--- src/rtl/wta_pkg.sv ---
// ---------------------------------------------------------------------------
// wta_pkg
// Shared definitions for the winner-take-all scanner.
//   state_t  : controller states (IDLE accepts, SCAN walks channels,
//              HOLD presents the result until downstream takes it)
//   idx_w()  : width of a channel index for a given channel count, never
//              below one bit so a 2-channel build still has a real index
// ---------------------------------------------------------------------------
package wta_pkg;

  typedef enum logic [1:0] {
    IDLE = 2'd0,
    SCAN = 2'd1,
    HOLD = 2'd2
  } state_t;

  function automatic int idx_w(input int n);
    return (n <= 2) ? 1 : $clog2(n);
  endfunction

endpackage

--- src/rtl/wta_cmp.sv ---
// ---------------------------------------------------------------------------
// wta_cmp
// Combinational challenger-versus-best comparator.
//   chal   [W-1:0] in  : challenger value
//   best   [W-1:0] in  : current best value
//   margin [W-1:0] in  : bonus added to the challenger (0 for a plain compare)
//   win            out : challenger + margin >= best (ties go to challenger)
// The sum is formed one bit wider than the operands so a large margin on a
// large challenger can never wrap around and lose.
// ---------------------------------------------------------------------------
module wta_cmp #(
  parameter int W = 4
) (
  input  logic [W-1:0] chal,
  input  logic [W-1:0] best,
  input  logic [W-1:0] margin,
  output logic         win
);

  logic [W:0] chal_sum;

  assign chal_sum = {1'b0, chal} + {1'b0, margin};
  assign win      = (chal_sum >= {1'b0, best});

endmodule

--- src/rtl/wta_scan.sv ---
// ---------------------------------------------------------------------------
// wta_scan
// Sequential winner-take-all over N_CH channels, one channel per cycle,
// with optional hysteresis toward the previous winner.
//   clk                      in  : clock, rising edge
//   rst                      in  : synchronous active-high reset
//   in_data   [N_CH*W-1:0]   in  : channel i at bits [i*W +: W]
//   in_valid                 in  : sample offered
//   in_ready                 out : sample accepted this cycle (IDLE only)
//   hyst_en                  in  : apply hysteresis to this sample
//   out_data  [N_CH*W-1:0]   out : winner value in its slot, others zero
//   out_winner[IW-1:0]       out : winning channel index
//   out_valid                out : result valid
//   out_ready                in  : downstream takes the result
// Timing: a handshake at edge k yields out_valid after edge k+N_CH.
// ---------------------------------------------------------------------------
module wta_scan
  import wta_pkg::*;
#(
  parameter int N_CH = 4,
  parameter int W    = 4,
  parameter int HYST = 2
) (
  input  logic                       clk,
  input  logic                       rst,
  input  logic [N_CH*W-1:0]          in_data,
  input  logic                       in_valid,
  output logic                       in_ready,
  input  logic                       hyst_en,
  output logic [N_CH*W-1:0]          out_data,
  output logic [idx_w(N_CH)-1:0]     out_winner,
  output logic                       out_valid,
  input  logic                       out_ready
);

  localparam int IW = idx_w(N_CH);
  // The counter must also reach N_CH, which marks "every channel compared".
  localparam int CW = idx_w(N_CH + 1);
  localparam logic [CW-1:0] LAST_CNT = CW'(N_CH);

  state_t state, state_nxt;

  logic [N_CH*W-1:0] cap_data;
  logic              cap_hyst;
  logic [IW-1:0]     best_idx;
  logic [W-1:0]      best_val;
  logic [CW-1:0]     cnt;
  logic [IW-1:0]     prev_idx;
  logic              hist_valid;

  logic [W-1:0]      ch [N_CH];
  logic [IW-1:0]     scan_sel;
  logic [W-1:0]      scan_val;
  logic [W-1:0]      prev_val;
  logic              scan_win;
  logic              keep_prev;
  logic              hyst_apply;
  logic [IW-1:0]     final_idx;
  logic [W-1:0]      final_val;
  logic [N_CH*W-1:0] slot_data;

  // Unpack the captured sample so channels can be picked by index.
  for (genvar i = 0; i < N_CH; i++) begin : g_unpack
    assign ch[i] = cap_data[i*W +: W];
  end

  // Once the counter passes the last channel the selector parks on channel 0;
  // the scan comparison result is ignored in that cycle anyway.
  assign scan_sel = (cnt < LAST_CNT) ? cnt[IW-1:0] : '0;
  assign scan_val = ch[scan_sel];
  assign prev_val = ch[prev_idx];

  wta_cmp #(.W(W)) u_scan_cmp (
    .chal   (scan_val),
    .best   (best_val),
    .margin ('0),
    .win    (scan_win)
  );

  // The previous winner challenges the scan result with the hysteresis bonus.
  wta_cmp #(.W(W)) u_hyst_cmp (
    .chal   (prev_val),
    .best   (best_val),
    .margin (W'(HYST)),
    .win    (keep_prev)
  );

  assign hyst_apply = cap_hyst && hist_valid && (best_idx != prev_idx) && keep_prev;
  assign final_idx  = hyst_apply ? prev_idx : best_idx;
  assign final_val  = hyst_apply ? prev_val : best_val;
  assign in_ready   = (state == IDLE);

  // One-hot slot placement of the winning value.
  always_comb begin
    slot_data = '0;
    for (int i = 0; i < N_CH; i++) begin
      if (final_idx == IW'(i)) begin
        slot_data[i*W +: W] = final_val;
      end
    end
  end

  // State register.
  always_ff @(posedge clk) begin
    if (rst) begin
      state <= IDLE;
    end else begin
      state <= state_nxt;
    end
  end

  // Next-state logic: accept in IDLE, walk all channels in SCAN, then wait
  // in HOLD until the result is consumed.
  always_comb begin
    state_nxt = state;
    case (state)
      IDLE: if (in_valid) state_nxt = SCAN;
      SCAN: if (cnt == LAST_CNT) state_nxt = HOLD;
      HOLD: if (out_ready) state_nxt = IDLE;
      default: state_nxt = IDLE;
    endcase
  end

  // Datapath: capture, running best, and result/history registration.
  // The final SCAN cycle (cnt == N_CH) resolves hysteresis against the
  // fully settled best so the comparison never sits behind the scan mux.
  always_ff @(posedge clk) begin
    if (rst) begin
      cap_data   <= '0;
      cap_hyst   <= 1'b0;
      best_idx   <= '0;
      best_val   <= '0;
      cnt        <= '0;
      prev_idx   <= '0;
      hist_valid <= 1'b0;
      out_data   <= '0;
      out_winner <= '0;
      out_valid  <= 1'b0;
    end else begin
      case (state)
        IDLE: begin
          if (in_valid) begin
            cap_data <= in_data;
            cap_hyst <= hyst_en;
            best_idx <= '0;
            best_val <= in_data[W-1:0];
            cnt      <= CW'(1);
          end
        end
        SCAN: begin
          if (cnt != LAST_CNT) begin
            if (scan_win) begin
              best_idx <= scan_sel;
              best_val <= scan_val;
            end
            cnt <= cnt + CW'(1);
          end else begin
            out_data   <= slot_data;
            out_winner <= final_idx;
            out_valid  <= 1'b1;
            prev_idx   <= final_idx;
            hist_valid <= 1'b1;
            cnt        <= '0;
          end
        end
        HOLD: begin
          if (out_ready) begin
            out_valid <= 1'b0;
          end
        end
        default: ;
      endcase
    end
  end

endmodule

--- config.mk ---
export PLATFORM = sky130hd
export DESIGN_NAME = wta_scan
export DESIGN_NICKNAME = d
export VERILOG_FILES = /design/src/rtl/wta_pkg.sv /design/src/rtl/wta_cmp.sv /design/src/rtl/wta_scan.sv
export SDC_FILE = /design/constraint.sdc
export NUM_CORES = 1
export LEC_CHECK = 0
export CAP_MARGIN = 20
export CORE_UTILIZATION = 49
export DETAILED_ROUTE_END_ITERATION = 12
export GPL_TIMING_DRIVEN = 1
export PLACE_DENSITY_LB_ADDON = 0.3
export SLEW_MARGIN = 10
export SYNTH_ARGS = -nofsm -noshare
export SYNTH_HDL_FRONTEND = slang
export SYNTH_SLANG_ARGS = --single-unit
--- constraint.sdc ---
create_clock -name clk -period 2.6 [get_ports clk]
set_input_delay 0.26 -clock clk [delete_from_list [all_inputs] [get_ports clk]]
set_output_delay 0.26 -clock clk [all_outputs]
set_load 0.02 [all_outputs]
# After elaboration in Yosys (flattened, before gate mapping)
# Index checks and enable logic that the tools add are counted.
# word_totals
register_bits,48
inputBits,21
out_inout_bits,20
wordCells,78
# classes
n_addsub,2
magnitude_cmp,5
n_eq_ne,14
n_mux,31
n_bitwise,3
reduce_logical,13
# ops
operator,n
4-bit 2-to-1 mux,12
4-bit binary-select mux with 2-bit select,2
2-bit 2-to-1 mux,8
"2-bit inequality test, second input constant",6
4-bit case mux with 2 select lines,1
"2-bit == test, second input constant",3
"3-bit >= comparator, second input constant",2
3-bit 2-to-1 mux,2
2-bit inverter with 3-bit output,2
2-bit case mux with 3 select lines,1
3-bit case mux with 2 select lines,1
2-bit AND reduction,3
3-bit AND reduction,2
"4-bit by 2-bit adder with 5-bit output, second input constant",1
5-bit by 4-bit >= comparator with 1-bit output,1
"2-bit by 1-bit == test with 1-bit output, second input constant",2
4-bit >= comparator,1
2-bit zero test,2
2-bit case mux with 2 select lines,1
4-bit AND reduction,1
2-bit nonzero test,2
"3-bit by 1-bit adder with 3-bit output, second input constant",1
"3-bit == test, second input constant",1
1-bit logical AND,3
other kinds (6),7

# Longest topological paths before layout
# depth
word_depth,10
ltp_mapped,11
ltp_nobuf,9

# By module
# A second synthesis with hierarchy kept.
# unflattened
cells_unflattened,295
hier_area_um2,2638.8
# by_module_without_submodules
mod,instances,cells_per_inst,area_per_inst_um2
wta_scan,1,247,2215.9
wta_cmp,2,24,211.5

# Worst setup path after synthesis
# Ideal clock, no wire load.
# synth_path
path_type,reg2reg
startpoint,reg prev_idx[0]
endpoint,reg prev_idx[1]
setup_ps,132
t_arrival_ps,2835
path_slack_ps,-367
stages_incl_launch_ff,11
period_less_slack_ps,2967
path_cell_list,dfxtp_1 buf_6 mux4_2 ha_1 xor2_1 ha_1 a2111o_1 and3_1 buf_4 o31ai_1 a21oi_1
# synth_between
elab_chain_len,8
elab_cells_between_ends,10
classes_between,add/sub: 1; order compare: 1; eq/ne: 1; mux: 4; bitwise: 1; reduce/logical: 2
# synth_rtl
element,line,rtl
start: declaration,wta_scan.sv:48,logic [IW-1:0] prev_idx;
start signal: assignment,wta_scan.sv:161,prev_idx <= final_idx;
2-bit inverter with 3-bit output (implied by the code),wta_scan.sv:71,assign prev_val = ch[prev_idx];
4-bit binary-select mux with 2-bit select,wta_scan.sv:71,
4-bit 2-to-1 mux (implied by the code) (2 in a row),wta_scan.sv:71,
4-bit by 2-bit adder with 5-bit output,wta_cmp.sv:22,"assign chal_sum = {1'b0, chal} + {1'b0, margin};"
5-bit by 4-bit >= comparator with 1-bit output,wta_cmp.sv:23,"assign win = (chal_sum >= {1'b0, best});"
1-bit logical AND *,wta_scan.sv:88,assign hyst_apply = cap_hyst && hist_valid && (best_idx != prev_idx) && keep_prev;
2-bit 2-to-1 mux *,wta_scan.sv:89,assign final_idx = hyst_apply ? prev_idx : best_idx;
# Every way passes the cells marked *; elsewhere a longest branch is shown, timed or not. The select of a mux whose other input is x is not followed.
# A chain may end at the register's enable or synchronous reset.

# Final worst setup path
# layout_path
startpoint,reg prev_idx[0]
endpoint,reg out_data[8]
# layout_between
elab_chain_len,10
elab_cells_between_ends,13
classes_between,add/sub: 1; order compare: 1; eq/ne: 2; mux: 6; bitwise: 1; reduce/logical: 2
# layout_rtl
element,line,rtl
2-bit inverter with 3-bit output (implied by the code),wta_scan.sv:71,
4-bit binary-select mux with 2-bit select,wta_scan.sv:71,
4-bit 2-to-1 mux (implied by the code) (2 in a row),wta_scan.sv:71,
4-bit by 2-bit adder with 5-bit output,wta_cmp.sv:22,
5-bit by 4-bit >= comparator with 1-bit output,wta_cmp.sv:23,
1-bit logical AND,wta_scan.sv:88,
2-bit 2-to-1 mux,wta_scan.sv:89,
2-bit == test,wta_scan.sv:97,if (final_idx == IW'(i)) begin
4-bit 2-to-1 mux *,wta_scan.sv:97,
end signal: assignment,wta_scan.sv:158,out_data <= slot_data;
end: declaration,wta_scan.sv:30,"output logic [N_CH*W-1:0] out_data,"
# Marks and branches as above.

==> impl_metrics.py <==
metrics = {
    "run_status": {
        "status": "finished, violations left",
        "violations": "setup timing",
    },
    "floorplanning": {
        "core_area_um2": 5200,
        "start_util_pct": 51.6,
        "num_rows": 26,
        "die_w_um": 76.0,
        "dieArea_um2": 5780,
        "dieHeight_um": 76.0,
        "num_io_pins": 41,
    },
    "power": {
        "p_per_area_nw_per_um2": 466,
        "power.switching_w": 0.000489,
        "leakagePower_nw": 1.34,
        "pwr-share-comb_pct": 22.1,
        "p_int_w": 0.00117,
        "swShare_pct": 29.5,
        "vdd_drop_max_uv": 338,
        "p_seq_share_pct": 48.4,
        "clkPwrFrac_pct": 29.6,
    },
    "sta": {
        "layout_setup_ws_ps": -120,
        "min_period_over_period_pct": 105,
        "finalHoldViolations": 0,
        "finalClockSkew_ps": 8.36,
        "hold_ws_ps": 456,
        "rsz0062_at_grt": "true",
        "max_slew_margin_pct": 56.4,
        "tns_ps": -542,
        "setup_viol": 8,
        "drv_slew": 0,
        "tightest_slew_ps": 652,
        "max_clock_freq_ghz": 0.368,
        "fin_crit_ps": 2720,
    },
    "finish": {
        "nets": 413,
        "num-fill-cells": 426,
        "drive_gt1_share_pct": 19.1,
        "final_cells": 452,
        "post-route-util_pct": 68.4,
        "syn2layout_area_growth_pct": 32.5,
        "num_antenna_cells": 0,
        "layout_common_cells": "nand2_1, dfxtp_1, clkdlybuf4s50_1, buf_4, a21oi_1",
        "final_common_cell": "nand2_1",
    },
    "routing": {
        "drc": 0,
        "ant_nets": 0,
        "vias": 2761,
        "dr.first_iter.drc_count": 350,
        "viasPerCell": 6.11,
        "wl_um": 8230,
        "dr.pass1.iters": 5,
        "routedWlPerCell_um": 18.2,
    },
    "synth": {
        "ys_seq_area_share_pct": 35.8,
        "synth_edf_count": 0,
        "syn_inst": 317,
        "synth_area_um2": 2690,
        "synth_fp_nets": 349,
        "ys_ff_latch": 48,
        "synth_cell_type_count": 57,
        "async_flop_share_pct": 0,
        "synthFlopType": "dfxtp_1",
        "yosys_warnings": 0,
        "avgSynthCellArea_um2": 8.47,
    },
    "worst_setup_path": {
        "cp_max_fo": 4,
        "reg2reg_slack_ps": -120,
        "end_kind": "register",
        "cp-start-kind": "register",
        "cp_slowest_cell": "mux4_2",
        "cpPeakStageDelay_ps": 560,
        "rr_startpoint": "prev_idx[0]$_SDFFE_PP0P_",
        "worst-path-buf-inv": 0,
        "crit_type": "register to register",
        "cp.arrival_ps": 2920,
        "timing.rr.end": "out_data[8]$_SDFFE_PP0P_",
        "cp_top_family": "compound AO/OA/AOI/OAI gates",
        "r2r_cells": 8,
        "worstPathRequired_ps": 2800,
        "path_cells": "mux4_2 > ha_4 > xor2_1 > ha_2 > a2111o_1 > a32oi_1 > nor4b_1 > a221o_1",
    },
    "clocking": {
        "clock_latency_ps": 300,
        "path_clk_slew_ps": 90,
        "cts_buffers": 5,
        "cts.sinks": 48,
        "htree_levels": 2,
        "cts_root_buffer": "clkbuf_8",
        "cts_tree": "yes",
        "cts.path.max_buffers": 2,
    },
    "min_path": {
        "hold_start": "out_data[7]$_SDFFE_PP0P_",
        "holdPathEnd": "out_data[7]$_SDFFE_PP0P_",
        "min-delay-path-class": "register to register",
        "hold_depth": 2,
    },
    "grt": {
        "grt_pass1_vias": 2533,
        "grt_max_degree": 28,
        "overflow": 0,
        "grt_pass1_wl_um": 13100,
        "antenna_found_initial": 0,
        "track_usage_pct": 29.1,
    },
    "placed_design": {
        "dp_hpwl_um": 6000,
        "gp_congestion": 0.960,
        "port_buffers": 40,
        "dp.cells": 437,
        "post-place-ws_ps": 3.90,
    },
    "flow_run": {
        "cap_violations": 0,
    },
}
[cell usage after synthesis (3+ instances only)]
master     instances  area share, %
nor2_1            25            3.5
a21oi_1           34            6.3
nand2_1           49            6.9
a31oi_1            4           0.93
nand4_1           10            2.3
mux4_2             3            2.5
a311oi_1           5            1.6
dfxtp_1           48             36
clkbuf_1          12            1.7
nor3_1             5           0.93
a221o_1            9            3.4
o221ai_1           3           0.98
o211ai_1           6            1.7
nand2b_1           9            2.1
mux2i_1            3            1.1
buf_2              5           0.93
o21ai_0            3           0.56
ha_1              11            5.1
inv_1             11            1.5
nand3_1            5           0.93
and3_1            11            2.6
o2111ai_1          3           0.98
o22a_1             3           0.98
[worst min-delay path, stage by stage, from the launching register on]
cell	delay, ps
dfxtp_1	330
nand2_1	50
nand3_1	50
[sequential cells by signal, indices dropped and copies added, names as in the netlist]
name        flops
best_val        4
hist_valid      1
out_valid       1
state           2
prev_idx        2
cap_data       16
best_idx        2
cnt             3
cap_hyst        1
out_data       16
[what timing repair did]
action                     in CTS  in global routing
gates cloned                    0                  1
gates resized for setup         1                 15
hold buffers                    0                  0
setup endpoints to repair       4                 17
buffers inserted                0                  6
pin swaps                       0                  6
[how the worst max path moves through the flow]
stage / cells after the start / end / startpoint / slack, ps
3_3_place_gp: 8 / out_data[8]$_SDFFE_PP0P_ / prev_idx[0]$_SDFFE_PP0P_ / 30
5_1_grt: 8 / out_data[8]$_SDFFE_PP0P_ / prev_idx[0]$_SDFFE_PP0P_ / -170
3_5_place_dp: 8 / best_val[3]$_SDFFE_PP0P_ / cnt[0]$_SDFFE_PP0P_ / 4
6_report: 8 / out_data[8]$_SDFFE_PP0P_ / prev_idx[0]$_SDFFE_PP0P_ / -120
4_1_cts: 8 / out_data[8]$_SDFFE_PP0P_ / prev_idx[0]$_SDFFE_PP0P_ / -10
2_1_floorplan: 9 / out_data[13]$_SDFFE_PP0P_ / prev_idx[0]$_SDFFE_PP0P_ / -110
[power groups by stage]
| stage | logic (W) | registers, W | clock network, W |
|---|---|---|---|
| floorplan | 0.000197 | 0.000805 | 0 |
| global placement | 0.000314 | 0.000816 | 0 |
| detailed placement | 0.000323 | 0.000817 | 0 |
| CTS | 0.000324 | 0.000800 | 0.000500 |
| global route | 0.000397 | 0.000804 | 0.000532 |
| finish | 0.000365 | 0.000802 | 0.000490 |
[cells by family (layout without fill, tap and decap cells)]
kind of cell / count (synthesis) / count (layout) / share of synthesized area [%]
mux: 8 / 8 / 5.03
simple gates: 129 / 130 / 24.5
buf+inv: 32 / 96 / 5.27
flops: 48 / 48 / 35.8
compound gates: 86 / 86 / 23.3
fa+ha+maj: 11 / 11 / 5.13
xor+xnor: 3 / 3 / 0.979
[area by class of cell]
| type | instances | area (µm²) | share of cell area (%) |
|---|---|---|---|
| tap | 70 | 87.6 | 2.46 |
| timing repair buffer | 77 | 686 | 19.3 |
| multi-input combinational | 238 | 1670 | 47.0 |
| inverter | 11 | 41.3 | 1.16 |
| clock buffer | 8 | 100 | 2.81 |
| sequential | 48 | 970 | 27.3 |
[through the flow]
| step | total power, W | area [µm²] |
|---|---|---|
| floorplan | 0.00100 | 2730 |
| global placement | 0.00113 | 3340 |
| detailed placement | 0.00114 | 3340 |
| CTS | 0.00162 | 3440 |
| global route | 0.00173 | 3560 |
| finish | 0.00166 | 3560 |
[routing by layer]
metal	up-vias	global-route usage (%)	wire, µm
li1	1306	-	-
met4	0	11.9	222
met2	161	46.0	3820
met3	34	6.11	697
met5	-	0	0
met1	1260	38.7	3490
Note: power is estimated with default switching activity, not from simulation.
